File: src/rtl/snake_body_display_pkg.sv
// Shared types and constants for the snake body display: board positions and
// LED matrix geometry.
package snake_body_display_pkg;

    localparam int MATRIX_ROWS = 8;
    localparam int MATRIX_COLS = 16;
    localparam int ROW_W       = 3;

    typedef struct packed {
        logic [3:0] x;
        logic [3:0] y;
    } pos_t;

    function automatic logic [7:0] pack_pos(input pos_t p);
        return {p.x, p.y};
    endfunction

    // A position with y[3] set can never match a 3-bit row, so it is never drawn.
    function automatic logic on_row(input pos_t p, input logic [ROW_W-1:0] row);
        return p.y == {1'b0, row};
    endfunction

endpackage

File: src/rtl/tick_divider.sv
// Free-running prescaler: registered one-cycle tick every DIV clocks, first
// tick on the DIV-th rising edge after reset release.
module tick_divider #(
    parameter int DIV = 2
) (
    input  logic clk,
    input  logic reset,
    output logic tick
);

    localparam int CW = (DIV > 1) ? $clog2(DIV) : 1;
    localparam logic [CW-1:0] LAST = CW'(DIV - 1);

    logic [CW-1:0] count_reg;

    always_ff @(posedge clk or negedge reset) begin
        if (!reset) begin
            count_reg <= '0;
            tick      <= 1'b0;
        end else if (count_reg == LAST) begin
            count_reg <= '0;
            tick      <= 1'b1;
        end else begin
            count_reg <= count_reg + 1'b1;
            tick      <= 1'b0;
        end
    end

endmodule

File: src/rtl/snake_body_display.sv
// Snake body tracker: head register, shifting body FIFO with tail/self-hit
// reporting, and a row-scanned 8x16 LED matrix driver.
module snake_body_display
    import snake_body_display_pkg::*;
#(
    parameter int UPDATE_DIV = 2,
    parameter int SCAN_DIV   = 1024,
    parameter int BODY_LEN   = 4
) (
    input  logic                   clk,
    input  logic                   reset,
    input  logic [3:0]             head_x,
    input  logic [3:0]             head_y,
    input  logic [3:0]             food_x,
    input  logic [3:0]             food_y,
    output logic                   update_tick,
    output logic [3:0]             tail_x,
    output logic [3:0]             tail_y,
    output logic                   tail_valid,
    output logic                   self_hit,
    output logic [MATRIX_ROWS-1:0] MATRIX_ROW,
    output logic [MATRIX_COLS-1:0] MATRIX_COL
);

    logic             scan_tick;
    pos_t             head_in;
    pos_t             food_pos;
    pos_t             head_reg;
    pos_t             body_reg [BODY_LEN];
    logic             valid_reg [BODY_LEN];
    logic             push;
    logic [ROW_W-1:0] row_reg;
    pos_t             tail_pos;
    logic             any_valid;
    logic             hit;
    logic [MATRIX_COLS-1:0] col_next;

    tick_divider #(.DIV(UPDATE_DIV)) u_update_div (
        .clk   (clk),
        .reset (reset),
        .tick  (update_tick)
    );

    tick_divider #(.DIV(SCAN_DIV)) u_scan_div (
        .clk   (clk),
        .reset (reset),
        .tick  (scan_tick)
    );

    assign head_in  = '{x: head_x, y: head_y};
    assign food_pos = '{x: food_x, y: food_y};
    assign push     = pack_pos(head_in) != pack_pos(head_reg);

    // Entry 0 is the newest; a push shifts everything one slot older and the
    // last slot simply falls off when the FIFO is full.
    genvar gi;
    generate
        for (gi = 0; gi < BODY_LEN; gi++) begin : g_fifo
            if (gi == 0) begin : g_newest
                always_ff @(posedge clk or negedge reset) begin
                    if (!reset) begin
                        body_reg[gi]  <= '0;
                        valid_reg[gi] <= 1'b0;
                    end else if (push) begin
                        body_reg[gi]  <= head_reg;
                        valid_reg[gi] <= 1'b1;
                    end
                end
            end else begin : g_shift
                always_ff @(posedge clk or negedge reset) begin
                    if (!reset) begin
                        body_reg[gi]  <= '0;
                        valid_reg[gi] <= 1'b0;
                    end else if (push) begin
                        body_reg[gi]  <= body_reg[gi-1];
                        valid_reg[gi] <= valid_reg[gi-1];
                    end
                end
            end
        end
    endgenerate

    // Valid bits fill contiguously from entry 0, so the highest valid index is the tail.
    always_comb begin
        tail_pos  = '0;
        any_valid = 1'b0;
        hit       = 1'b0;
        for (int i = 0; i < BODY_LEN; i++) begin
            if (valid_reg[i]) begin
                tail_pos  = body_reg[i];
                any_valid = 1'b1;
                if (pack_pos(body_reg[i]) == pack_pos(head_reg)) begin
                    hit = 1'b1;
                end
            end
        end
    end

    assign tail_x     = tail_pos.x;
    assign tail_y     = tail_pos.y;
    assign tail_valid = any_valid;
    assign self_hit   = hit;

    always_comb begin
        col_next = '0;
        if (on_row(head_reg, row_reg)) begin
            col_next[head_reg.x] = 1'b1;
        end
        if (on_row(food_pos, row_reg)) begin
            col_next[food_pos.x] = 1'b1;
        end
        for (int i = 0; i < BODY_LEN; i++) begin
            if (valid_reg[i] && on_row(body_reg[i], row_reg)) begin
                col_next[body_reg[i].x] = 1'b1;
            end
        end
    end

    always_ff @(posedge clk or negedge reset) begin
        if (!reset) begin
            head_reg   <= '0;
            row_reg    <= '0;
            MATRIX_ROW <= '0;
            MATRIX_COL <= '0;
        end else begin
            if (push) begin
                head_reg <= head_in;
            end
            if (scan_tick) begin
                row_reg <= row_reg + 1'b1;
            end
            MATRIX_ROW <= MATRIX_ROWS'(1) << row_reg;
            MATRIX_COL <= col_next;
        end
    end

endmodule

File: config.mk
export PLATFORM = sky130hd
export DESIGN_NAME = snake_body_display
export DESIGN_NICKNAME = d
export VERILOG_FILES = /design/src/rtl/snake_body_display_pkg.sv /design/src/rtl/tick_divider.sv /design/src/rtl/snake_body_display.sv
export SDC_FILE = /design/constraint.sdc
export NUM_CORES = 1
export LEC_CHECK = 0
export CORE_AREA = 4 4 140 142
export CTS_BUF_LIST = sky130_fd_sc_hd__clkbuf_8
export DETAILED_ROUTE_END_ITERATION = 10
export DIE_AREA = 0 0 144 146
export SLEW_MARGIN = 25
export SYNTH_ARGS = -nofsm -noshare
export SYNTH_HDL_FRONTEND = slang
export SYNTH_SLANG_ARGS = --single-unit
File: constraint.sdc
create_clock -name clk -period 2 [get_ports clk]
set_input_delay 0.2 -clock clk [delete_from_list [all_inputs] [get_ports clk]]
set_output_delay 0.2 -clock clk [all_outputs]
set_load 0.02 [all_outputs]
; After elaboration in Yosys (flattened, before gate mapping)
; Cells that the tools add are included.
[word_totals]
regBits = 84
word_cells = 102
output_inout_bits = 35
in_bits = 18
[op_classes]
n_reduce_logical = 10
bitwise = 5
addsub = 3
muxes = 38
n_lt_le_gt_ge = 12
shifts = 1
n_eq_ne = 12
[op_table]
columns = op, n
row1 = 16-bit two-way mux, 6
row2 = 16-bit bitwise OR, 5
row3 = 8-bit == test, 4
row4 = 8-bit two-way mux, 4
row5 = 4-bit by 5-bit less-than comparator with 1-bit output (second input constant), 6
row6 = 1-bit demux with 4-bit select, 6
row7 = 4-bit by 3-bit == test with 1-bit output, 6
row8 = 4-bit by 1-bit >= comparator with 1-bit output (second input constant), 6
row9 = 1-bit two-way mux, 21
row10 = 10-bit by 1-bit adder with 10-bit output (second input constant), 1
row11 = 10-bit == test (second input constant), 1
row12 = 1-bit logical AND, 10
row13 = 10-bit two-way mux, 1
row14 = 8-bit inequality test, 1
row15 = 1-bit by 3-bit << shifter with 8-bit output (first input constant), 1
row16 = 3-bit by 1-bit adder with 3-bit output (second input constant), 1
row17 = 1-bit adder (second input constant), 1

; Logic depth before layout (Yosys ltp)
; Gate-level depths: netlist (run 1).
[depth]
ltp_word = 15
depth_mapped = 8
mapped_depth_nobuf = 5

; Hierarchy
; A second synthesis (run 1) with hierarchy kept.
[unflattened]
cells_unflattened = 502
area_unflattened_um2 = 4908.5
[modules_own_cells]
columns = mod, n_inst, seq_area_each_um2, cells_per_inst, area_each_um2
row1 = snake_body_display, 1, 1776.7, 456, 4356.7
row2 = tick_divider at u_scan_div, 1, 275.3, 43, 498.0
row3 = tick_divider at u_update_div, 1, 50.0, 3, 53.8

; Least setup slack after synthesis (run 1)
; No wires, ideal clock.
[synth_timing]
path_type = register to output
from = register valid_reg[2] in the netlist's numbering
to = output port tail_x[2]
t_required_ps = 1800
n_path_buf = 1
stages_incl_launch_ff = 7
arrival_ps = 1538
setup_slack_ps = 262
cell_sequence = dfrtp_1 clkbuf_1 nor2b_1 a22oi_1 nor2_1 a21oi_1 o21ai_0
[synth_between]
elab_chain_len = 3
[synth_lines]
columns = element, line
row1 = from (decl), snake_body_display.sv:30  ; logic valid_reg [BODY_LEN];
row2 = "from (signal, indexed assignment)", snake_body_display.sv:76  ; valid_reg[gi] <= valid_reg[gi-1];
row3 = 8-bit two-way mux (3 in series), snake_body_display.sv:89  ; if (valid_reg[i]) begin
row4 = to (decl), snake_body_display.sv:17  ; output logic [3:0] tail_x,
; No other way between the ends.

; Final worst setup path (run 1)
[layout_timing]
from = register head_reg[7] in the netlist's numbering
to = output port self_hit
[layout_between]
elab_chain_len = 9
elab_cells_between_ends = 12
classes_between = eq/ne: 4 / mux: 8
[layout_lines]
columns = element, line
row1 = from (decl), snake_body_display.sv:28  ; pos_t head_reg;
row2 = from (signal assigned), snake_body_display.sv:127  ; head_reg <= head_in;
row3 = 8-bit == test, snake_body_display.sv:92  ; if (pack_pos(body_reg[i]) == pack_pos(head_reg)) begin
row4 = 1-bit two-way mux, snake_body_display.sv:92
row5 = 1-bit two-way mux, snake_body_display.sv:89
row6 = 1-bit two-way mux, snake_body_display.sv:92
row7 = 1-bit two-way mux, snake_body_display.sv:89
row8 = 1-bit two-way mux, snake_body_display.sv:92
row9 = 1-bit two-way mux, snake_body_display.sv:89
row10 = 1-bit two-way mux, snake_body_display.sv:92
row11 = 1-bit two-way mux (*), snake_body_display.sv:89
row12 = to (decl), snake_body_display.sv:20  ; output logic self_hit,
; Mark *: on every way between the ends. The rest lies on a longest branch, timed or not.

==> metrics, run 1 <==
initial antenna violation count=0; H-tree levels=3; DP HPWL=12600 microns; Finish-stage setup viols=0; Initial DRC Count=between 400 and 500; max FFs per register=32; Mapped Avg Cell Area=around 10 sq um; share of cells above drive strength 1=26.8%; Max FO, Critical Path=4; outcome=complete, no violations; Post-Synthesis Cells=a little over 500; WP buf/inv=2; Die ar.=21000 sq um; placed insts=~830; Worst-Margin Slew=between 0.4 and 0.5 ns; Final Util=a little under two fifths; Max VDD drop=about 0.00027 V; Tcrit/Tclk final=99.9%; R2R Setup Slk=~0.06 ns; die width=roughly 140 microns; critical path class=reg -> out; Layout Nets=between 600 and 700; leakage power=about 2.8 nW; Layout Skew=around 0.026 ns; Netlist Area Pre-Place=around 5100 sq um; Placement Cell Area=6320 sq um; Worst slew margin=~68%; Wirelength per Cell=between 15 and 20 microns; RR Startpoint=head_reg[5]$_DFFE_PN0P_; PortBufs=52; worst r2r path cells=7; Primary FF master, synth=dfrtp_1; DRC viols=0; first-pass GRT wire length=about 25000 microns; Starting Density=27.6%; dpl ws=-0.0911 ns; Finished Layout Cells=around 860; clock-pin slew on the worst setup and hold paths=approximately 0.11 ns; max-slew violation count=0; cell taking the most area after synthesis=dfrtp_1; Ys Warns=0; total gr overflow=0; RSZ-0062 raised after global routing=true; maxcap violations=0; clock tree from TritonCTS=built; sequential area share after synthesis=about two fifths; TritonCTS buffer count=9; Worst-Skew Late Latency=0.40 ns; endpoints failing hold=0; Mapped Nets=537; Yosys top cell area share=about two fifths; die height=about 150 microns; PD cells=~570 nW/um^2; Req. time, crit path=1.80 ns; slowest CP cell=dfrtp_2; total track usage=~16%; fin worst setup slack=0.00109 ns; design area=approximately 6800 sq um; Clock Path Buffers=2; Syn-to-layout area delta=33.1%; largest net degree at the start of global routing=51; CP arrival=approximately 1.8 ns; min Tclk post-route=around 2 ns; total wire length=~17000 microns; Crit. End Element=output pin; # IOs=between 50 and 60; vias in the first global route=4449; Antenna Nets Post-Route=0; crit-path max cell delay=roughly 0.47 ns; worst r2r dst=valid_reg[0]$_DFFE_PN0P_; core box area=approximately 18000 sq um; Yosys reg bits=84; async set or reset register ratio after synthesis=100%; via count=approximately 4400; Post-synth top cells=84 x dfrtp_1, 35 x nor3_1, 32 x nand2_1, 31 x nor2_1, 31 x xor2_1; Netlist cell types=roughly 60; count leader, synth=dfrtp_1; clk root buf=clkbuf_8; Setup TNS=0 ns; Max Clock Freq=0.500 GHz; CP Launch Type=flip-flop; TritonRoute pass-1 iters=5; Post-synth EDFFs=0; Antenna diodes=0; critical path's top delay family=flip-flops; vias per cell=5.14; GPL Wtd Cong=0.956; CP cell instances=buf_4, xor2_1, nor3_1, nand4_1, nand4_1, buf_4; clock sink count=84; Synth area leaders=dfrtp_1 41%, mux2_1 6.2%, xor2_1 5.3%, xnor2_1 5.2%, nor3_1 3.4%; num rows=50; Hold Crit Class=in -> async
layout make-up:
class                   count  area [sq um]
inverters                   8          30.0
clock inverters             6          77.6
repair buffers            140          1290
fillers                  1830         11700
well taps                 234           293
clock buffers              10           138
multi-input cells         374          2840
flip-flops and latches     84          2120
where the power goes:
part,leakage (nW),internal (W),switching [W]
clock network,0.107,0.000638,0.000742
registers,1.02,0.00175,0.0000683
logic,1.70,0.000292,0.000343
total,2.83,0.00268,0.00115
worst reg2reg max path, stage by stage (launching register included):
cell	delay, ns
dfrtp_2	0.46
buf_4	0.19
xnor2_2	0.15
nand4_1	0.20
nor2_4	0.20
buf_12	0.15
clkbuf_16	0.15
mux2_1	0.31
metal layers:
layer	global-route usage (%)	wire length [microns]	up-vias
met5	0	0	-
met4	5.84	427	0
met3	3.35	1190	31
met2	23.4	7540	195
met1	22.1	7500	2161
li1	-	-	2015
worst max path at each step:
stage | startpoint | end | slack [ns] | cells after the start
after CTS | head_reg[0]$_DFFE_PN0P_ | self_hit | -0.0005 | 5
final | head_reg[7]$_DFFE_PN0P_ | self_hit | 0.001 | 6
after detailed placement | head_reg[1]$_DFFE_PN0P_ | self_hit | -0.09 | 5
after global routing | head_reg[2]$_DFFE_PN0P_ | self_hit | -0.06 | 6
after global placement | valid_reg[3]$_DFFE_PN0P_ | tail_y[3] | -0.04 | 6
after floorplan | valid_reg[2]$_DFFE_PN0P_ | tail_x[2] | 0.26 | 6
stage by stage:
| stage | hold slack, ns | total power (W) |
|---|---|---|
| after floorplan | -0.0956 | 0.00214 |
| after global placement | 0.184 | 0.00244 |
| after detailed placement | 0.193 | 0.00245 |
| after CTS | 0.301 | 0.00383 |
| after global routing | 0.334 | 0.00399 |
| final | 0.300 | 0.00383 |
cell families after synthesis:
family          Yosys count  synth area share [%]
xor+xnor                 66                  12.3
fa+ha+maj                 7                  1.72
compound gates           58                  8.45
buf+inv                  54                  5.21
mux                      36                  7.91
simple gates            207                  23.2
flops                    84                  41.3
layout by cell type (no fill, tap or decap), types with 8 or more instances in the layout:
cell	Yosys	routed
nand3_1	10	10
mux2_1	28	28
nor4_1	11	9
xnor2_1	30	21
nand2_1	32	32
inv_1	8	8
nand4_1	19	19
clkbuf_8	0	10
nand2b_1	13	13
dfrtp_2	0	11
o21ai_0	9	8
nor2b_1	11	10
nor2_1	31	31
buf_6	6	8
a21oi_1	8	8
xor2_1	31	31
buf_4	3	73
nor3_1	35	35
or3_1	8	8
xnor2_2	4	13
dfrtp_1	84	73
clkdlybuf4s50_1	0	41
what timing repair did:
| action | CTS | global route |
|---|---|---|
| hold buffers | 1 | 0 |
| gates resized for setup | 49 | 33 |
| hold endpoints to repair | 34 | 0 |
| cloned | 0 | 3 |
| endpoints found under the setup margin | 11 | 50 |
| pin swaps | 5 | 8 |
| buffers inserted | 0 | 8 |
Power figures use the tool's default switching activity.
==> inputs of run 2 (changes only) <==
--- a/config.mk
+++ b/config.mk
@@ -5,10 +5,12 @@
 export SDC_FILE = /design/constraint.sdc
 export NUM_CORES = 1
 export LEC_CHECK = 0
-export CORE_AREA = 4 4 140 142
+export ABC_CLOCK_PERIOD_IN_PS = 2000
+export CORE_AREA = 4 4 134 149
 export CTS_BUF_LIST = sky130_fd_sc_hd__clkbuf_8
 export DETAILED_ROUTE_END_ITERATION = 10
-export DIE_AREA = 0 0 144 146
+export DIE_AREA = 0 0 138 153
+export GPL_ROUTABILITY_DRIVEN = 0
 export SLEW_MARGIN = 25
 export SYNTH_ARGS = -nofsm -noshare
 export SYNTH_HDL_FRONTEND = slang
==> run 2 against run 1 <==
  * Worst hold slack lost 0.0044 ns
  * Global-route usage shrank 1.4 points
  * Flip-flop and latch count is the same
  * Final cell count shrank 0.82%
  * Clock skew shrank 0.015 ns
  * Combinational power shrank 4.1%
  * Design area shrank 2.5%
  * Critical endpoint unchanged
  * Largest cell class unchanged
==> metrics, run 2 (synthesis results as in run 1) <==
max-slew violation count=0 (unchanged); Switching Power=0.00106 W (-8.4%); Max FO, Critical Path=5 (+1); commonest non-fill, non-tap cell in the layout=dfrtp_1; clock-pin slew on the worst setup and hold paths=0.08 ns (-0.03 ns); total wire length=15100 microns (-9.6%); CP cell instances=xor2_1, nor4_1, nand4_1, nand4_1, buf_6; maxcap violations=0 (unchanged); cell mode on critical path=nand4_1; core box area=18300 sq um (-0.58%); PD cells=558 nW/um^2 (-1.3%); first-pass GRT wire length=24100 microns (-4.5%); PortBufs=52 (unchanged); clock sink count=84 (unchanged); # IOs=53 (unchanged); Antenna diodes=0 (unchanged); dpl ws=-0.123 ns (-0.0315 ns); Combinational Power Share=16.5% (about the same); Clock Path Buffers=2 (unchanged); outcome=complete, no violations; Max VDD drop=0.000269 V (+1.5%); critical path class=reg -> out; Reg power frac=49.1% (+1.6 points); Setup TNS=0 ns (unchanged); Syn-to-layout area delta=29.8%; Antenna Nets Post-Route=0 (unchanged); Tcrit/Tclk final=96.5% (-3.5 points); Layout Skew=0.0118 ns (-0.0145 ns); num rows=52 (+4.0%); DRC viols=0 (unchanged); share of cells above drive strength 1=24.4% (-2.4 points); vias in the first global route=4363 (-1.9%); die width=138 microns (-4.2%); CP arrival=1.73 ns (-0.07 ns); TritonCTS buffer count=9 (unchanged); Crit. End Element=output pin; leakage power=2.71 nW (-4.1%); total track usage=14.2% (-1.4 points); vias per cell=5.17 (+0.62%); final hold slack=0.295 ns (-0.00444 ns); Layout Nets=626 (-2.5%); via count=4393 (-0.20%); crit-path max cell delay=0.46 ns (about the same); min Tclk post-route=1.93 ns (-0.0695 ns); placed insts=830 (+0.24%); Max Clock Freq=0.518 GHz (+3.6%); most frequent cells in the layout=77 x dfrtp_1, 65 x buf_4, 41 x clkdlybuf4s50_1; endpoints failing hold=0 (unchanged); total gr overflow=0 (unchanged); max FFs per register=32 (unchanged); largest net degree at the start of global routing=36 (-29%); Hold Crit Class=in -> async; DP HPWL=11700 microns (-6.5%); Die ar.=21100 sq um (+0.43%); R2R Setup Slk=0.07 ns (about the same); Finish-stage setup viols=0 (unchanged); share of total power in the clock network=34.4% (-1.6 points); clk root buf=clkbuf_8; Wirelength per Cell=17.7 microns (-8.9%); initial antenna violation count=0 (unchanged); TritonRoute pass-1 iters=5 (unchanged); clock tree from TritonCTS=built; CP Launch Type=flip-flop; die height=153 microns (+4.8%); Finished Layout Cells=849 (-0.82%); Starting Density=27.8% (+0.16 points); switching portion of total power=28.6% (-1.5 points); Pint=0.00264 W (-1.7%); fin worst setup slack=0.0706 ns (+0.0695 ns); RSZ-0062 raised after global routing=true; Worst-Skew Late Latency=0.38 ns (-0.02 ns); Req. time, crit path=1.80 ns (about the same); Initial DRC Count=611 (+37%); Worst-Margin Slew=0.423 ns (-0.0588 ns); Fillers=1820 (-0.55%); Worst slew margin=71.8% (+4.2 points); H-tree levels=3 (unchanged); slowest CP cell=dfrtp_2
[run 2: changes by cell type in the layout (fill, tap and decap cells not counted), moves of 2 or more]
cell | previous run | this run
dfrtp_2 | 11 | 7
buf_6 | 8 | 3
a221oi_2 | 0 | 2
xnor2_1 | 21 | 27
buf_2 | 6 | 2
buf_4 | 73 | 65
inv_8 | 2 | 0
a221oi_1 | 4 | 2
clkdlybuf4s15_2 | 0 | 2
xnor2_2 | 13 | 7
dfrtp_1 | 73 | 77
clkbuf_16 | 2 | 0
[run 2: critical path: cells and delay by family (launching register included)]
family                 cells  cell delay, ns
AND/OR/NAND/NOR            3            0.59
XOR/XNOR                   1            0.16
buffers and inverters      1            0.14
flip-flops                 1            0.46
[run 2: cell type report]
cell class | count | area (sq um) | share of cell area, %
Tap cell | 243 | 304 | 4.60
Clock inverter | 6 | 63.8 | 0.965
Sequential cell | 84 | 2110 | 31.9
Clock buffer | 10 | 138 | 2.08
Timing Repair Buffer | 124 | 1120 | 17.0
Inverter | 8 | 30.0 | 0.454
Multi-Input combinational cell | 374 | 2840 | 43.0
[run 2: final timing paths]
path / depth (start not counted) / endpoint / startpoint
setup / recovery: 5 / self_hit / head_reg[0]$_DFFE_PN0P_
hold / removal: 2 / u_scan_div.count_reg[3]$_DFF_PN0_ / reset
setup reg to reg: 6 / body_reg[22]$_DFFE_PN0P_ / head_reg[5]$_DFFE_PN0P_
hold reg to reg: 0 / u_update_div.tick$_DFF_PN0_ / u_update_div.count_reg$_DFF_PN0_
max in group asynchronous: 3 / head_reg[1]$_DFFE_PN0P_ / reset
min in group clk: 1 / head_reg[7]$_DFFE_PN0P_ / head_x[3]
[run 2: repair_timing]
action	CTS	global route
hold buffers	1	0
pin swaps	1	7
buffers inserted	0	3
endpoints found under the setup margin	10	28
endpoints found under the hold margin	30	0
gates resized for setup	39	34
[run 2: routing by layer]
layer | share of wire [%] | track usage (%) | up-vias
met3 | 6.6 | 2.41 | 41
li1 | - | - | 1997
met4 | 3.1 | 6.31 | 0
met1 | 41 | 17.8 | 2130
met5 | 0 | 0 | -
met2 | 49 | 24.0 | 225
[run 2: through the flow]
step / total power, W / utilization [%] / instance area, sq um
final: 0.00369 / 36.0 / 6610
after CTS: 0.00370 / 35.3 / 6480
after detailed placement: 0.00243 / 34.1 / 6260
after global routing: 0.00383 / 36.0 / 6610
after global placement: 0.00243 / 34.1 / 6260
after floorplan: 0.00214 / - / 5090
[run 2: power groups by stage]
stage | clock (W) | combinational [W] | sequential (W)
global route | 0.00136 | 0.000657 | 0.00182
CTS | 0.00130 | 0.000591 | 0.00181
detailed placement | 0 | 0.000591 | 0.00184
global placement | 0 | 0.000585 | 0.00184
floorplan | 0 | 0.000313 | 0.00183
finish | 0.00127 | 0.000609 | 0.00181
==> inputs of run 3 (changes only) <==
--- a/config.mk
+++ b/config.mk
@@ -11,7 +11,7 @@
 export DETAILED_ROUTE_END_ITERATION = 10
 export DIE_AREA = 0 0 138 153
 export GPL_ROUTABILITY_DRIVEN = 0
-export SLEW_MARGIN = 25
+export SLEW_MARGIN = 20
 export SYNTH_ARGS = -nofsm -noshare
 export SYNTH_HDL_FRONTEND = slang
 export SYNTH_SLANG_ARGS = --single-unit
==> results of run 3 <==
Final layout, timing and power as in run 2 (identical DEF).
